<file path="src/rtl/hue_arbiter_if.sv">
// Handshake and pipeline bus shared between the hue arbiter and its environment.
// slave: the arbiter's view; master: the requesters, the hue pipeline and the result consumers.
interface hue_arbiter_if;
   logic [15:0] i_req0_data;
   logic        i_req0_valid;
   logic        o_req0_ready;
   logic [15:0] i_req1_data;
   logic        i_req1_valid;
   logic        o_req1_ready;
   logic [15:0] o_pipe_data;
   logic        o_pipe_valid;
   logic [15:0] i_pipe_data;
   logic        i_pipe_valid;
   logic [15:0] o_hue0_data;
   logic        o_hue0_valid;
   logic [15:0] o_hue1_data;
   logic        o_hue1_valid;
   logic        o_err;

   modport slave (
      input  i_req0_data, i_req0_valid, i_req1_data, i_req1_valid,
      input  i_pipe_data, i_pipe_valid,
      output o_req0_ready, o_req1_ready, o_pipe_data, o_pipe_valid,
      output o_hue0_data, o_hue0_valid, o_hue1_data, o_hue1_valid, o_err
   );

   modport master (
      output i_req0_data, i_req0_valid, i_req1_data, i_req1_valid,
      output i_pipe_data, i_pipe_valid,
      input  o_req0_ready, o_req1_ready, o_pipe_data, o_pipe_valid,
      input  o_hue0_data, o_hue0_valid, o_hue1_data, o_hue1_valid, o_err
   );
endinterface

</file>
<file path="src/rtl/hue_arbiter.sv">
// Shares one fixed-latency hue pipeline between two requesters and steers results back by tag.
// Define HUE_ARB_STRICT_PRIO_EN for fixed priority to requester 0 instead of round-robin.
module hue_arbiter #(
   parameter int unsigned PIPE_LAT = 3
) (
   input  logic          i_clk,
   input  logic          i_rst,
   hue_arbiter_if.slave  bus
);
   localparam int unsigned TAIL = PIPE_LAT - 1;

   logic                grant0;
   logic                grant1;
   logic                pipe_valid;
   logic [15:0]         pipe_data;
   logic                pipe_owner;
   logic [PIPE_LAT-1:0] tag_v;
   logic [PIPE_LAT-1:0] tag_o;
   logic                tail_valid;
   logic                tail_owner;
   logic                ret_hit;
   logic                hue0_valid;
   logic [15:0]         hue0_data;
   logic                hue1_valid;
   logic [15:0]         hue1_data;
   logic                err;

`ifdef HUE_ARB_STRICT_PRIO_EN
   always_comb begin
      grant0 = bus.i_req0_valid;
      grant1 = bus.i_req1_valid & ~bus.i_req0_valid;
   end
`else
   // 1 means requester 1 holds the most recent grant, so requester 0 wins a tie
   logic last_grant;

   always_comb begin
      grant0 = bus.i_req0_valid & (~bus.i_req1_valid | last_grant);
      grant1 = bus.i_req1_valid & (~bus.i_req0_valid | ~last_grant);
   end

   always_ff @(posedge i_clk) begin
      if (i_rst) begin
         last_grant <= 1'b1;
      end else if (grant0 | grant1) begin
         last_grant <= grant1;
      end
   end
`endif

   assign tail_valid = tag_v[TAIL];
   assign tail_owner = tag_o[TAIL];
   assign ret_hit    = tail_valid & bus.i_pipe_valid;

   // Issue, tag tracking and result steering
   always_ff @(posedge i_clk) begin
      if (i_rst) begin
         pipe_valid <= 1'b0;
         pipe_data  <= 16'h0000;
         pipe_owner <= 1'b0;
         tag_v      <= '0;
         tag_o      <= '0;
         hue0_valid <= 1'b0;
         hue0_data  <= 16'h0000;
         hue1_valid <= 1'b0;
         hue1_data  <= 16'h0000;
         err        <= 1'b0;
      end else begin
         pipe_valid <= grant0 | grant1;
         if (grant0 | grant1) begin
            pipe_data  <= grant1 ? bus.i_req1_data : bus.i_req0_data;
            pipe_owner <= grant1;
         end
         tag_v <= (tag_v << 1) | PIPE_LAT'(pipe_valid);
         tag_o <= (tag_o << 1) | PIPE_LAT'(pipe_owner);

         hue0_valid <= ret_hit & ~tail_owner;
         hue1_valid <= ret_hit & tail_owner;
         if (ret_hit & ~tail_owner) begin
            hue0_data <= bus.i_pipe_data;
         end
         if (ret_hit & tail_owner) begin
            hue1_data <= bus.i_pipe_data;
         end
         // A result without a matching tag (or a missing result) is dropped and flagged
         if (tail_valid != bus.i_pipe_valid) begin
            err <= 1'b1;
         end
      end
   end

   assign bus.o_req0_ready = grant0 & ~i_rst;
   assign bus.o_req1_ready = grant1 & ~i_rst;
   assign bus.o_pipe_valid = pipe_valid;
   assign bus.o_pipe_data  = pipe_data;
   assign bus.o_hue0_valid = hue0_valid;
   assign bus.o_hue0_data  = hue0_data;
   assign bus.o_hue1_valid = hue1_valid;
   assign bus.o_hue1_data  = hue1_data;
   assign bus.o_err        = err;
endmodule

</file>
<file path="src/flat_wrapper.sv">
// flat-port wrapper written by rule: the top's interface ports become plain ports
module hue_arbiter_flat 
#(
   parameter int unsigned PIPE_LAT = 3
)
  (i_clk, i_rst, bus_i_req0_data, bus_i_req0_valid, bus_i_req1_data, bus_i_req1_valid, bus_i_pipe_data, bus_i_pipe_valid, bus_o_req0_ready, bus_o_req1_ready, bus_o_pipe_data, bus_o_pipe_valid, bus_o_hue0_data, bus_o_hue0_valid, bus_o_hue1_data, bus_o_hue1_valid, bus_o_err);
  hue_arbiter_if bus_i ();
  input  logic i_clk;
  input  logic i_rst;
  input wire logic [$bits(bus_i.i_req0_data)-1:0] bus_i_req0_data;
  input wire logic [$bits(bus_i.i_req0_valid)-1:0] bus_i_req0_valid;
  input wire logic [$bits(bus_i.i_req1_data)-1:0] bus_i_req1_data;
  input wire logic [$bits(bus_i.i_req1_valid)-1:0] bus_i_req1_valid;
  input wire logic [$bits(bus_i.i_pipe_data)-1:0] bus_i_pipe_data;
  input wire logic [$bits(bus_i.i_pipe_valid)-1:0] bus_i_pipe_valid;
  output wire logic [$bits(bus_i.o_req0_ready)-1:0] bus_o_req0_ready;
  output wire logic [$bits(bus_i.o_req1_ready)-1:0] bus_o_req1_ready;
  output wire logic [$bits(bus_i.o_pipe_data)-1:0] bus_o_pipe_data;
  output wire logic [$bits(bus_i.o_pipe_valid)-1:0] bus_o_pipe_valid;
  output wire logic [$bits(bus_i.o_hue0_data)-1:0] bus_o_hue0_data;
  output wire logic [$bits(bus_i.o_hue0_valid)-1:0] bus_o_hue0_valid;
  output wire logic [$bits(bus_i.o_hue1_data)-1:0] bus_o_hue1_data;
  output wire logic [$bits(bus_i.o_hue1_valid)-1:0] bus_o_hue1_valid;
  output wire logic [$bits(bus_i.o_err)-1:0] bus_o_err;
  assign bus_i.i_req0_data = bus_i_req0_data;
  assign bus_i.i_req0_valid = bus_i_req0_valid;
  assign bus_i.i_req1_data = bus_i_req1_data;
  assign bus_i.i_req1_valid = bus_i_req1_valid;
  assign bus_i.i_pipe_data = bus_i_pipe_data;
  assign bus_i.i_pipe_valid = bus_i_pipe_valid;
  assign bus_o_req0_ready = bus_i.o_req0_ready;
  assign bus_o_req1_ready = bus_i.o_req1_ready;
  assign bus_o_pipe_data = bus_i.o_pipe_data;
  assign bus_o_pipe_valid = bus_i.o_pipe_valid;
  assign bus_o_hue0_data = bus_i.o_hue0_data;
  assign bus_o_hue0_valid = bus_i.o_hue0_valid;
  assign bus_o_hue1_data = bus_i.o_hue1_data;
  assign bus_o_hue1_valid = bus_i.o_hue1_valid;
  assign bus_o_err = bus_i.o_err;
  hue_arbiter #(.PIPE_LAT(PIPE_LAT)) u_core (.i_clk(i_clk), .i_rst(i_rst), .bus(bus_i));
endmodule
</file>
<file path="config.mk">
export PLATFORM = sky130hd
export DESIGN_NAME = hue_arbiter_flat
export DESIGN_NICKNAME = d
export VERILOG_FILES = /design/src/rtl/hue_arbiter_if.sv /design/src/rtl/hue_arbiter.sv /design/src/flat_wrapper.sv
export SDC_FILE = /design/constraint.sdc
export NUM_CORES = 1
export LEC_CHECK = 0
export CORE_MARGIN = 8
export CORE_UTILIZATION = 40
export DETAILED_ROUTE_END_ITERATION = 16
export DONT_BUFFER_PORTS = 1
export GPL_TIMING_DRIVEN = 1
export PLACE_DENSITY_LB_ADDON = 0.05
export SLEW_MARGIN = 20
export SYNTH_ARGS = -nofsm -noshare
export SYNTH_HDL_FRONTEND = slang
export SYNTH_SLANG_ARGS = --single-unit
</file>
<file path="constraint.sdc">
create_clock -name i_clk -period 1.4 [get_ports i_clk]
set_input_delay 0.28 -clock i_clk [delete_from_list [all_inputs] [get_ports i_clk]]
set_output_delay 0.28 -clock i_clk [all_outputs]
set_load 0.05 [all_outputs]
</file>
==> run_summary.xml <==
<?xml version="1.0" encoding="UTF-8"?>
<metrics>
  <group name="critical_path">
    <metric name="critical_path.startpoint" unit="">u_core.last_grant$_SDFFE_PP1P_</metric>
    <metric name="timing.critical_path.slowest_cell_delay" unit="ns">0.36</metric>
    <metric name="setup.worst_path.start_class" unit="">flip-flop</metric>
    <metric name="crit_family" unit="">flip-flops</metric>
    <metric name="worst-path-max-fanout" unit="">4</metric>
    <metric name="worst-path-buf-inv" unit="">1</metric>
    <metric name="worstPathRequired" unit="ns">1.12</metric>
    <metric name="worst-setup-path-type" unit="">reg2out</metric>
    <metric name="r2r_start" unit="">u_core.last_grant$_SDFFE_PP1P_</metric>
    <metric name="timing.critical_path.slowest_stage_cell" unit="">sky130_fd_sc_hd__dfxtp_4</metric>
    <metric name="setup.worst_path.end_class" unit="">output port</metric>
    <metric name="worst_ep_arrival_time" unit="ns">1.13</metric>
    <metric name="crit_path_cell_trace" unit="">a21bo_4 &gt; nor2_4 &gt; buf_12</metric>
  </group>
  <group name="placement">
    <metric name="post-dp-hpwl" unit="um">4000</metric>
    <metric name="place_area" unit="um2">2570</metric>
    <metric name="routabilityCongestion" unit="">0.707</metric>
    <metric name="number_of_port_buffers" unit="">0</metric>
  </group>
  <group name="route">
    <metric name="drt_first_iter_violations" unit="">52</metric>
    <metric name="route.vias.total" unit="">1855</metric>
    <metric name="remaining_drc_errors" unit="">0</metric>
    <metric name="mean_routed_wirelength_per_cell" unit="um">15.6</metric>
    <metric name="antenna_violating_nets_post_route" unit="">0</metric>
    <metric name="detail_route.first_pass.iterations" unit="">4</metric>
    <metric name="finalWirelength" unit="um">5740</metric>
    <metric name="detail_route.vias_per_cell" unit="">5.05</metric>
  </group>
  <group name="sta">
    <metric name="final-setup-viol-count" unit="">1</metric>
    <metric name="final.period_utilization" unit="%">101</metric>
    <metric name="setup_repair_after_global_routing_missed_its_margin" unit="">yes</metric>
    <metric name="max_slew.worst_pin.slew" unit="ns">0.555</metric>
    <metric name="timing_max_transition_violations_final" unit="">0</metric>
    <metric name="hold-worst-slack" unit="ns">0.0300</metric>
    <metric name="timing.final.crit_period" unit="ns">1.41</metric>
    <metric name="finalSetupTns" unit="ns">-0.00848</metric>
    <metric name="hold_viol_final" unit="">0</metric>
    <metric name="maxSlewHeadroom" unit="%">63.0</metric>
    <metric name="post-route-worst-setup-slack" unit="ns">-0.00848</metric>
    <metric name="clock.fmax" unit="MHz">710</metric>
    <metric name="finClkSkew" unit="ns">0.00604</metric>
  </group>
  <group name="cts">
    <metric name="cts_root_buf" unit="">sky130_fd_sc_hd__clkbuf_8</metric>
    <metric name="postCtsHoldBufs" unit="">0</metric>
    <metric name="cts_tree" unit="">yes</metric>
    <metric name="clock_sink_count" unit="">60</metric>
    <metric name="htreeDepth" unit="">3</metric>
    <metric name="clk_transition_reported_paths" unit="ns">0.06</metric>
    <metric name="cts-root-to-sink-buffers" unit="">2</metric>
    <metric name="numCtsBuffers" unit="">9</metric>
    <metric name="insertion_delay" unit="ns">0.32</metric>
  </group>
  <group name="layout">
    <metric name="fillcell_total" unit="">557</metric>
    <metric name="multi_input_area" unit="um2">987</metric>
    <metric name="mostFrequentLayoutCells" unit="">sky130_fd_sc_hd__nand2_1, sky130_fd_sc_hd__dfxtp_1, sky130_fd_sc_hd__a21oi_1</metric>
    <metric name="syn_to_final_growth" unit="%">21.7</metric>
    <metric name="num_antenna_cells" unit="">0</metric>
    <metric name="ff_latch_area" unit="um2">1200</metric>
    <metric name="postLayoutCellArea" unit="um2">2800</metric>
    <metric name="layout.cells.most_common" unit="">sky130_fd_sc_hd__nand2_1</metric>
    <metric name="nets" unit="">346</metric>
    <metric name="share_of_final_layout_standard_cells_stronger_than_drive_strength_1" unit="%">21.7</metric>
  </group>
  <group name="synth">
    <metric name="synthesis.nets" unit="">324</metric>
    <metric name="synthCells" unit="">270</metric>
    <metric name="ys_ff_latch" unit="">60</metric>
    <metric name="ys.warnings.count" unit="">0</metric>
    <metric name="postSynthAreaPerCell" unit="um2">8.51</metric>
    <metric name="yosysUniqueCellTypes" unit="">23</metric>
    <metric name="synth.cell_area" unit="um2">2300</metric>
    <metric name="ys_seq_area_share" unit="%">52.3</metric>
  </group>
  <group name="run_status">
    <metric name="failed_checks" unit="">setup timing</metric>
    <metric name="outcome" unit="">finished with violations</metric>
  </group>
  <group name="hold_path">
    <metric name="hold_start" unit="">i_rst</metric>
    <metric name="worst_min_path_class" unit="">in2reg</metric>
  </group>
  <group name="global_routing">
    <metric name="grt_overflow" unit="">0</metric>
    <metric name="grt_util_all_layers" unit="%">13.9</metric>
    <metric name="grt_start_max_net_pins" unit="">63</metric>
    <metric name="grt_pass1_wl" unit="um">9450</metric>
    <metric name="number_of_global_route_vias_before_repair" unit="">1846</metric>
    <metric name="grt_antenna_before_repair" unit="">0</metric>
  </group>
  <group name="floorplanning">
    <metric name="placeableCoreArea" unit="um2">5540</metric>
    <metric name="floorplan.initialDensity" unit="%">41.5</metric>
    <metric name="dieHeight" unit="um">91.8</metric>
    <metric name="num_rows" unit="">27</metric>
    <metric name="ioPinCount" unit="">107</metric>
    <metric name="die_width" unit="um">91.8</metric>
    <metric name="die-area" unit="um2">8420</metric>
  </group>
  <group name="power">
    <metric name="vdd.ir_drop.worst" unit="mV">0.608</metric>
    <metric name="power_per_cell_area" unit="nW/um2">1340</metric>
    <metric name="power.static_leakage" unit="nW">1.07</metric>
  </group>
  <group name="job">
    <metric name="drv_cap" unit="">0</metric>
  </group>
</metrics>
-- kinds of logic (layout without fill, tap and decap cells) --
| family | after synthesis | in the layout | synth area share, % |
|---|---|---|---|
| adders and majority gates | 1 | 1 | 0.545 |
| buffers and inverters | 23 | 48 | 5.94 |
| AOI/OAI and AO/OA | 56 | 56 | 18.1 |
| DFF | 60 | 60 | 52.3 |
| and+or+nand+nor | 130 | 130 | 23.1 |
-- routing by layer --
metal / GRT usage (%) / part of all wire [%]
met4: 6.44 / 1.7
met1: 16.4 / 43
met3: 7.01 / 11
met2: 20.6 / 44
met5: 0 / 0
-- cell usage after synthesis, drive strengths merged --
cell	count	share of area, %
o221a	2	0.98
and2	1	0.27
dfxtp	60	52
clkbuf	10	1.6
ha	1	0.54
nor2b	9	2.5
nor3b	1	0.33
or2	1	0.38
a311oi	14	7.8
o21ai	1	0.22
buf	11	4.0
a21boi	1	0.49
nand2b	3	0.82
a21bo	1	0.44
inv	2	0.33
a31oi	2	0.54
nand2	94	15
nor2	21	3.4
a21oi	35	7.6
-- state kept, by name (all words and copies together), names as in the netlist --
signal and count:
u_core.tag_o 3, u_core.pipe_owner 1, u_core.bus.o_hue0_valid 1, u_core.bus.o_hue0_data 16, u_core.tag_v 3, u_core.bus.o_hue1_data 16
u_core.last_grant 1, u_core.bus.o_pipe_data 16, u_core.bus.o_hue1_valid 1, u_core.bus.o_err 1, u_core.bus.o_pipe_valid 1
-- power by group --
| part | switching [mW] | internal, mW |
|---|---|---|
| combinational | 0.261 | 0.156 |
| clock | 0.613 | 0.898 |
| sequential | 0.0591 | 1.77 |
-- through the flow --
stage | power [mW] | std cells | utilization (%) | worst slack [ns]
2_1_floorplan | 2.20 | 270 | - | -0.0609
3_3_place_gp | 2.27 | 350 | 46.4 | 0.209
3_5_place_dp | 2.28 | 350 | 46.4 | 0.146
4_1_cts | 3.81 | 367 | 50.4 | -0.0320
5_1_grt | 3.93 | 367 | 50.5 | -0.0600
6_report | 3.75 | 367 | 50.5 | -0.00848
-- layout make-up --
cell class | instances | area share (%)
multi-input combinational | 187 | 35.3
clock buffer | 12 | 5.55
clock inverter | 2 | 1.25
sequential | 60 | 43.1
timing repair buffer | 32 | 11.3
tap | 72 | 3.22
inverter | 2 | 0.269
-- timing repair --
item                                    4_1_cts  5_1_grt
hold endpoints to repair                      0        2
gates resized for setup                       3        1
endpoints found under the setup margin        2        2
buffers inserted                              3        0
-- worst paths after layout --
check / end / slack [ns] / cells past startpoint
max: bus_o_req1_ready / -0.008 / 3
min: u_core.bus.o_err$_SDFFE_PP0P_ / 0.03 / 1
max reg2reg: u_core.bus.o_pipe_data[4]$_SDFFE_PP0P_ / 0.15 / 5
min reg2reg: u_core.tag_o[2]$_SDFF_PP0_ / 0.43 / 1
(Power assumes the default switching activity.)
